## config.mk

```make
export PLATFORM = sky130hd
export DESIGN_NAME = ram_pipe_flat
export DESIGN_NICKNAME = d
export VERILOG_FILES = /design/src/rtl/ram_pipe_if.sv /design/src/rtl/ram_pipe.sv /design/src/flat_wrapper.sv
export SDC_FILE = /design/constraint.sdc
export NUM_CORES = 1
export LEC_CHECK = 0
export CAP_MARGIN = 10
export CORE_MARGIN = 8
export CORE_UTILIZATION = 35
export CTS_BUF_LIST = sky130_fd_sc_hd__clkbuf_16
export DETAILED_ROUTE_END_ITERATION = 8
export PLACE_DENSITY = 0.58
export SETUP_SLACK_MARGIN = 0.5
export SYNTH_ARGS = -nofsm -noshare
export SYNTH_HDL_FRONTEND = slang
export SYNTH_SLANG_ARGS = --single-unit
```

## constraint.sdc

```tcl
create_clock -name clk -period 1.7 [get_ports clk]
set_input_delay 0.51 -clock clk [delete_from_list [all_inputs] [get_ports clk]]
set_output_delay 0.51 -clock clk [all_outputs]
set_load 0.01 [all_outputs]
```

## src/rtl/ram_pipe_if.sv

```systemverilog
// ram_pipe_if -- request/response bundle for the ram_pipe single-port memory.
//
// Signals
//   EN         : operation request for this cycle (requester -> memory)
//   WR         : 1 = write, 0 = read, qualified by EN
//   Address    : word address
//   Data_in    : write data
//   Byte_en    : per-byte write enable, bit i covers Data_in[8i+7:8i]
//   Data_out   : read data (memory -> requester)
//   Valid_out  : one-cycle strobe qualifying Data_out
//   Err_out    : out-of-range flag, only ever high together with Valid_out
//
// Handshake: EN acts as a valid with an implicit, permanently asserted ready.
// The memory takes one operation on every rising edge where EN=1 and never
// stalls. Valid_out is a valid without a ready: the requester must take the
// response in the single cycle it is presented, because nothing holds it.
//
// Modports
//   master : the requester side (drives EN/WR/Address/Data_in/Byte_en)
//   slave  : the memory side (drives Data_out/Valid_out/Err_out)

interface ram_pipe_if #(
    parameter int ADDR_WIDTH = 4,
    parameter int DATA_WIDTH = 32
);
    logic                    EN;
    logic                    WR;
    logic [ADDR_WIDTH-1:0]   Address;
    logic [DATA_WIDTH-1:0]   Data_in;
    logic [DATA_WIDTH/8-1:0] Byte_en;
    logic [DATA_WIDTH-1:0]   Data_out;
    logic                    Valid_out;
    logic                    Err_out;

    modport master (
        output EN,
        output WR,
        output Address,
        output Data_in,
        output Byte_en,
        input  Data_out,
        input  Valid_out,
        input  Err_out
    );

    modport slave (
        input  EN,
        input  WR,
        input  Address,
        input  Data_in,
        input  Byte_en,
        output Data_out,
        output Valid_out,
        output Err_out
    );
endinterface

```

## src/rtl/ram_pipe.sv

```systemverilog
// ram_pipe -- single-port word memory with byte-enabled writes and a fully
// pipelined read path of configurable latency.
//
// Parameters
//   ADDR_WIDTH   : address bus width
//   ADDR_DEPTH   : implemented words, 1..2**ADDR_WIDTH
//   DATA_WIDTH   : word width, multiple of 8
//   READ_LATENCY : cycles from read request to Valid_out, 1..4
//
// Ports
//   clk  : single clock, all state on its rising edge
//   rst  : asynchronous, active-low reset (clears the read pipeline only)
//   bus  : ram_pipe_if.slave request/response bundle
//
// Behaviour summary
//   - One operation per EN=1 cycle, no stalls.
//   - Writes update only the enabled bytes; out-of-range writes vanish.
//   - A read issued in cycle c returns in cycle c+READ_LATENCY with
//     Valid_out=1; out-of-range reads return zero data with Err_out=1.
//   - A read sees every write issued in an earlier cycle, because the array
//     is read combinationally at the same edge that captures stage 1.
//   - Memory contents survive reset; in-flight reads are discarded.

module ram_pipe #(
    parameter int ADDR_WIDTH   = 4,
    parameter int ADDR_DEPTH   = 16,
    parameter int DATA_WIDTH   = 32,
    parameter int READ_LATENCY = 1
) (
    input  logic       clk,
    input  logic       rst,
    ram_pipe_if.slave  bus
);

    localparam int NB = DATA_WIDTH / 8;

    // Depth held one bit wider than the address so that a full
    // 2**ADDR_WIDTH depth is still representable in the comparison.
    localparam logic [ADDR_WIDTH:0] DEPTH_L = (ADDR_WIDTH + 1)'(ADDR_DEPTH);

    // ------------------------------------------------------------------
    // Request decode
    // ------------------------------------------------------------------
    logic                  in_range;
    logic                  rd_go;
    logic                  wr_go;
    logic [DATA_WIDTH-1:0] rd_word;

    logic [DATA_WIDTH-1:0] mem_q [ADDR_DEPTH];

    always_comb begin
        in_range = ({1'b0, bus.Address} < DEPTH_L);
        rd_go    = bus.EN & ~bus.WR;
        wr_go    = bus.EN & bus.WR & in_range;
        // Out-of-range reads must return zero, never a wrapped word.
        rd_word  = '0;
        if (in_range) begin
            rd_word = mem_q[bus.Address];
        end
    end

    // ------------------------------------------------------------------
    // Storage array
    // ------------------------------------------------------------------
    // Shares the reset pin with the pipeline so that writes presented while
    // rst=0 are ignored, but the contents themselves are never cleared.
    always_ff @(posedge clk or negedge rst) begin
        if (!rst) begin
            // contents deliberately retained across reset
        end else if (wr_go) begin
            for (int b = 0; b < NB; b++) begin
                if (bus.Byte_en[b]) begin
                    mem_q[bus.Address][8*b +: 8] <= bus.Data_in[8*b +: 8];
                end
            end
        end
    end

    // ------------------------------------------------------------------
    // Read pipeline
    // ------------------------------------------------------------------
    // Stage 0 captures the addressed word; later stages are plain delays.
    // The error bit is only ever set together with the valid bit, so the
    // output flag is automatically 0 whenever Valid_out is 0. Data registers
    // load only on a valid entry, so Data_out holds between responses.
    logic                  vld_q [READ_LATENCY];
    logic                  vld_d [READ_LATENCY];
    logic                  err_q [READ_LATENCY];
    logic                  err_d [READ_LATENCY];
    logic [DATA_WIDTH-1:0] dat_q [READ_LATENCY];
    logic [DATA_WIDTH-1:0] dat_d [READ_LATENCY];

    always_comb begin
        for (int i = 0; i < READ_LATENCY; i++) begin
            vld_d[i] = 1'b0;
            err_d[i] = 1'b0;
            dat_d[i] = dat_q[i];
        end

        vld_d[0] = rd_go;
        err_d[0] = rd_go & ~in_range;
        if (rd_go) begin
            dat_d[0] = rd_word;
        end

        for (int i = 1; i < READ_LATENCY; i++) begin
            vld_d[i] = vld_q[i-1];
            err_d[i] = err_q[i-1];
            if (vld_q[i-1]) begin
                dat_d[i] = dat_q[i-1];
            end
        end
    end

    always_ff @(posedge clk or negedge rst) begin
        if (!rst) begin
            for (int i = 0; i < READ_LATENCY; i++) begin
                vld_q[i] <= 1'b0;
                err_q[i] <= 1'b0;
                dat_q[i] <= '0;
            end
        end else begin
            for (int i = 0; i < READ_LATENCY; i++) begin
                vld_q[i] <= vld_d[i];
                err_q[i] <= err_d[i];
                dat_q[i] <= dat_d[i];
            end
        end
    end

    // ------------------------------------------------------------------
    // Outputs come straight from the last stage
    // ------------------------------------------------------------------
    assign bus.Valid_out = vld_q[READ_LATENCY-1];
    assign bus.Err_out   = err_q[READ_LATENCY-1];
    assign bus.Data_out  = dat_q[READ_LATENCY-1];

endmodule

```

## src/flat_wrapper.sv

```systemverilog
// flat-port wrapper written by rule: the top's interface ports become plain ports
module ram_pipe_flat 
#(
    parameter int ADDR_WIDTH   = 4,
    parameter int ADDR_DEPTH   = 16,
    parameter int DATA_WIDTH   = 32,
    parameter int READ_LATENCY = 1
)
  (clk, rst, bus_EN, bus_WR, bus_Address, bus_Data_in, bus_Byte_en, bus_Data_out, bus_Valid_out, bus_Err_out);
  ram_pipe_if #(.ADDR_WIDTH(ADDR_WIDTH), .DATA_WIDTH(DATA_WIDTH)) bus_i ();
  input  logic clk;
  input  logic rst;
  input wire logic [$bits(bus_i.EN)-1:0] bus_EN;
  input wire logic [$bits(bus_i.WR)-1:0] bus_WR;
  input wire logic [$bits(bus_i.Address)-1:0] bus_Address;
  input wire logic [$bits(bus_i.Data_in)-1:0] bus_Data_in;
  input wire logic [$bits(bus_i.Byte_en)-1:0] bus_Byte_en;
  output wire logic [$bits(bus_i.Data_out)-1:0] bus_Data_out;
  output wire logic [$bits(bus_i.Valid_out)-1:0] bus_Valid_out;
  output wire logic [$bits(bus_i.Err_out)-1:0] bus_Err_out;
  assign bus_i.EN = bus_EN;
  assign bus_i.WR = bus_WR;
  assign bus_i.Address = bus_Address;
  assign bus_i.Data_in = bus_Data_in;
  assign bus_i.Byte_en = bus_Byte_en;
  assign bus_Data_out = bus_i.Data_out;
  assign bus_Valid_out = bus_i.Valid_out;
  assign bus_Err_out = bus_i.Err_out;
  ram_pipe #(.ADDR_WIDTH(ADDR_WIDTH), .ADDR_DEPTH(ADDR_DEPTH), .DATA_WIDTH(DATA_WIDTH), .READ_LATENCY(READ_LATENCY)) u_core (.clk(clk), .rst(rst), .bus(bus_i));
endmodule
```

# Yosys cells after proc, flatten, opt, wreduce, memory -nomap -nowiden
# Memories as Yosys holds them, arrays and structs flattened. A register that Yosys moved wholly into a read port is not among the register bits.
# Cells that the tools add are included.
[word_totals]
regBits = 1
mem_bits_rw = 512
in_bits = 44
out_inout_bits = 34
word_cells = 22
n_memories = 1
[op_classes]
n_mux = 12
bitwise_logic = 3
n_reduce_logical = 5
[memory_table]
columns = ["memory", "words", "word_bits", "read_ports", "rd_ports_with_merged_regs", "write_ports", "line_no", "source"]
rows = [
  ["u_core.mem_q", 16, 32, 1, 1, 1, "ram_pipe.sv:49", "logic [DATA_WIDTH-1:0] mem_q [ADDR_DEPTH];"],
]
[op_table]
columns = ["operator", "n"]
rows = [
  ["two-way mux 1 bit", 12],
  ["logical AND 1 bit", 4],
  ["AND 1 bit", 2],
  ["logical NOT 1 bit", 1],
  ["NOT 1 bit", 1],
]

# Depth between registers and ports, before layout
[depth]
word_depth = 4
ltp_mapped = 7
depth_no_buf = 4

# Least setup slack after synthesis
# OpenSTA, ideal clock, no wires.
[synth_path]
path_type = "input port to flip-flop"
startpoint = "in bus_Address[1]"
endpoint = "mem u_core.mem_q[4][16] (enable)"
setup_time_ns = 0.383
t_arrival_ns = 2.002
required_ns = 1.317
setup_slack_ns = -0.686
stages = 6
path_buffers = 4
path_cell_list = "buf_6 > buf_6 > buf_6 > or2_1 > buf_2 > nor3_1"
[synth_lines]
columns = ["item", "line_no", "source"]
rows = [
  ["from (decl)", "flat_wrapper.sv:15", "input wire logic [$bits(bus_i.Address)-1:0] bus_Address;"],
  ["to (decl)", "ram_pipe.sv:49", ""],
]
# Straight into the memory's write port.

# Worst setup path after layout
[layout_path]
startpoint = "reg u_core.dat_q (netlist bit u_core.bus.Data_out[31]), read port of u_core.mem_q"
endpoint = "out bus_Data_out[31]"
[layout_lines]
columns = ["item", "line_no", "source"]
rows = [
  ["from (decl)", "ram_pipe.sv:90", "logic [DATA_WIDTH-1:0] dat_q [READ_LATENCY];"],
  ["to (decl)", "flat_wrapper.sv:18", "output wire logic [$bits(bus_i.Data_out)-1:0] bus_Data_out;"],
]
# No word-level cell between the ends.

==> impl_metrics.tcl <==
set metrics [dict create \
    status "finished clean" \
    synth_cells 1181 \
    clockRootBuffer "clkbuf_16" \
    hold_violations 0 \
    drtPass1Iterations 5 \
    cts_made_buffers 50 \
    grt_pass1_vias 12193 \
    fp.dieH_um 261.7 \
    final_util_pct 47.98 \
    clk_pin_slew_ps 60 \
    stdcell_count 2315 \
    path_delay_family "flip-flops" \
    drv_slew 0 \
    cpMaxStageDelayCell "dfrtp_1" \
    finalClockSkew_ps 11.24 \
    drc 0 \
    crit_fanout 2 \
    fin_crit_sh_pct 97.92 \
    wl_per_cell_um 25.43 \
    cap_violations 0 \
    start_kind "flop" \
    worst_pin_slew_ps 605.0 \
    io_pins 78 \
    dpl.cell_count 2149 \
    initial_core_util_pct 35.20 \
    drive_gt1_share_pct 38.94 \
    power_density_mw_per_mm2 997.1 \
    gp_congestion 0.8488 \
    core_area_mm2 0.06002 \
    power_mw 28.72 \
    antenna_cells 0 \
    worstSetupPathType "reg2out" \
    nets 1536 \
    htreeDepth 2 \
    final_common_cell "edfxtp_1" \
    grt.total_usage_pct 16.78 \
    period_needed_ps 1665 \
    hp-class "in2async" \
    max-vdd-ir-drop_uv 647.9 \
    antenna_found_initial 0 \
    arrival_ps 1150 \
    fin_area_mm2 0.02880 \
    clock_sinks 545 \
    netlist_area_mm2 0.02113 \
    cellLeakagePower_nw 10.21 \
    via_per_inst 5.170 \
    syn_avg_cell_area_um2 17.89 \
    layout_common_cells "edfxtp_1 (512), mux2i_1 (175), buf_4 (123)" \
    crit_path_cell_trace "buf_2" \
    clock_latency_ps 570 \
    placed_cell_area_mm2 0.02520 \
    fin_tns_setup_ps 0 \
    grt_max_degree 33 \
    rsz0062_at_grt "yes" \
    rows 90 \
    dieArea_mm2 0.06848 \
    dpl.hpwl_um 37660 \
    place.port_buffers 76 \
    die_width_um 261.7 \
    crit_path_end_kind "primary output" \
    crit_buf_inv 1 \
    yosys_warnings 0 \
    fin_ws_ps 35.34 \
    gr-total-overflow 0 \
    seq_area_frac_synth_pct 76.68 \
    ant_nets 0 \
    setup_viol_count_final 0 \
    slew_headroom_pct 59.67 \
    critPathMaxStageDelay_ps 420 \
    synth_seq_cells 545 \
    vias 11968 \
    wl_um 58870 \
    synth_fp_nets 1225 \
    cts_max_path_buffers 3 \
    syn_to_final_growth_pct 36.31 \
    yosysUniqueCellTypes 28 \
    timing.fmax_mhz 600.7 \
    fin_hold_ws_ps 130.4 \
    pre_cts_slack_ps -619.8 \
    drtIter0Drc 1101 \
    grt_pass1_wl_um 83280 \
    cts_tree "built" \
    required_ps 1190 \
]
-- cells by family (layout without fill, tap and decap cells) --
group	after synthesis	count (layout)	synth area share [%]
buffers and inverters	77	427	2.250
multiplexers	224	224	12.51
other	1	1	0.01775
AO/OA/AOI/OAI	144	144	4.548
AND/OR/NAND/NOR	190	192	3.997
flip-flops	545	545	76.68
-- state kept, by name, indices dropped and copies added, names as in the netlist --
| register | count |
|---|---|
| u_core.bus.Data_out | 32 |
| u_core.bus.Valid_out | 1 |
| u_core.mem_q | 512 |
-- report_power, final --
part / total [mW] / internal (mW) / switching [mW]
Sequential: 14.9 / 14.8 / 0.101
Combinational: 2.75 / 1.29 / 1.46
Clock: 11.0 / 6.22 / 4.81
Total: 28.7 / 22.3 / 6.37
-- area by class of cell --
type	instances	area, um^2
tap	782	978.4
timing repair buffer	334	4010
fill	4908	31220
clock inverter	42	337.8
clock buffer	51	1276
multi-input combinational	561	5996
sequential	545	16200
-- worst paths after layout --
path / start / to / slack, ps / cells after the start
setup / recovery: u_core.bus.Data_out[31]$_DFFE_PN0P_ / bus_Data_out[31] / 40 / 1
hold / removal: rst / u_core.bus.Data_out[7]$_DFFE_PN0P_ / 130 / 3
setup reg to reg: u_core.mem_q[14][28]$_DFFE_PP_ / u_core.bus.Data_out[28]$_DFFE_PN0P_ / 310 / 4
hold reg to reg: u_core.bus.Data_out[24]$_DFFE_PN0P_ / u_core.bus.Data_out[24]$_DFFE_PN0P_ / 550 / 2
max in group asynchronous: rst / u_core.bus.Data_out[1]$_DFFE_PN0P_ / 1050 / 3
min in group clk: bus_WR / u_core.bus.Valid_out$_DFF_PN0_ / 440 / 4
-- repair_timing --
action                                  4_1_cts  5_1_grt
cloned                                       13        5
setup buffers                                36       18
hold buffers                                  1        0
pin swaps                                    96       46
endpoints found under the hold margin        17        0
endpoints found under the setup margin      577      594
resized for setup                           331       78
-- cell usage after synthesis --
master | count | area (um^2)
edfxtp_1 | 512 | 15370
mux2i_1 | 192 | 1922
nor2_1 | 93 | 349.1
o22ai_1 | 64 | 400.4
nor3_1 | 36 | 180.2
dfrtp_1 | 33 | 825.8
a31oi_1 | 32 | 200.2
mux4_2 | 32 | 720.7
clkbuf_1 | 27 | 101.4
nand2_1 | 23 | 86.33
buf_4 | 21 | 157.7
nand3_1 | 18 | 90.09
a221oi_1 | 16 | 140.1
a2bb2oi_1 | 16 | 140.1
buf_2 | 14 | 70.07
o21ai_1 | 13 | 65.06
buf_6 | 12 | 135.1
nand2b_1 | 6 | 37.54
nand3b_1 | 5 | 37.54
buf_1 | 3 | 11.26
o21ai_0 | 3 | 15.01
or3b_1 | 3 | 26.28
nor2b_1 | 2 | 12.51
and2_1 | 1 | 6.260
and3_1 | 1 | 6.260
conb_1 | 1 | 3.750
or2_1 | 1 | 6.260
or3_1 | 1 | 6.260
-- routing by layer --
metal | GRT usage [%] | wire (um)
met5 | 0 | 0
met4 | 5.109 | 1603
met3 | 3.043 | 3464
met2 | 27.46 | 28120
met1 | 22.71 | 25680
Note: power is estimated with default switching activity, not from simulation.
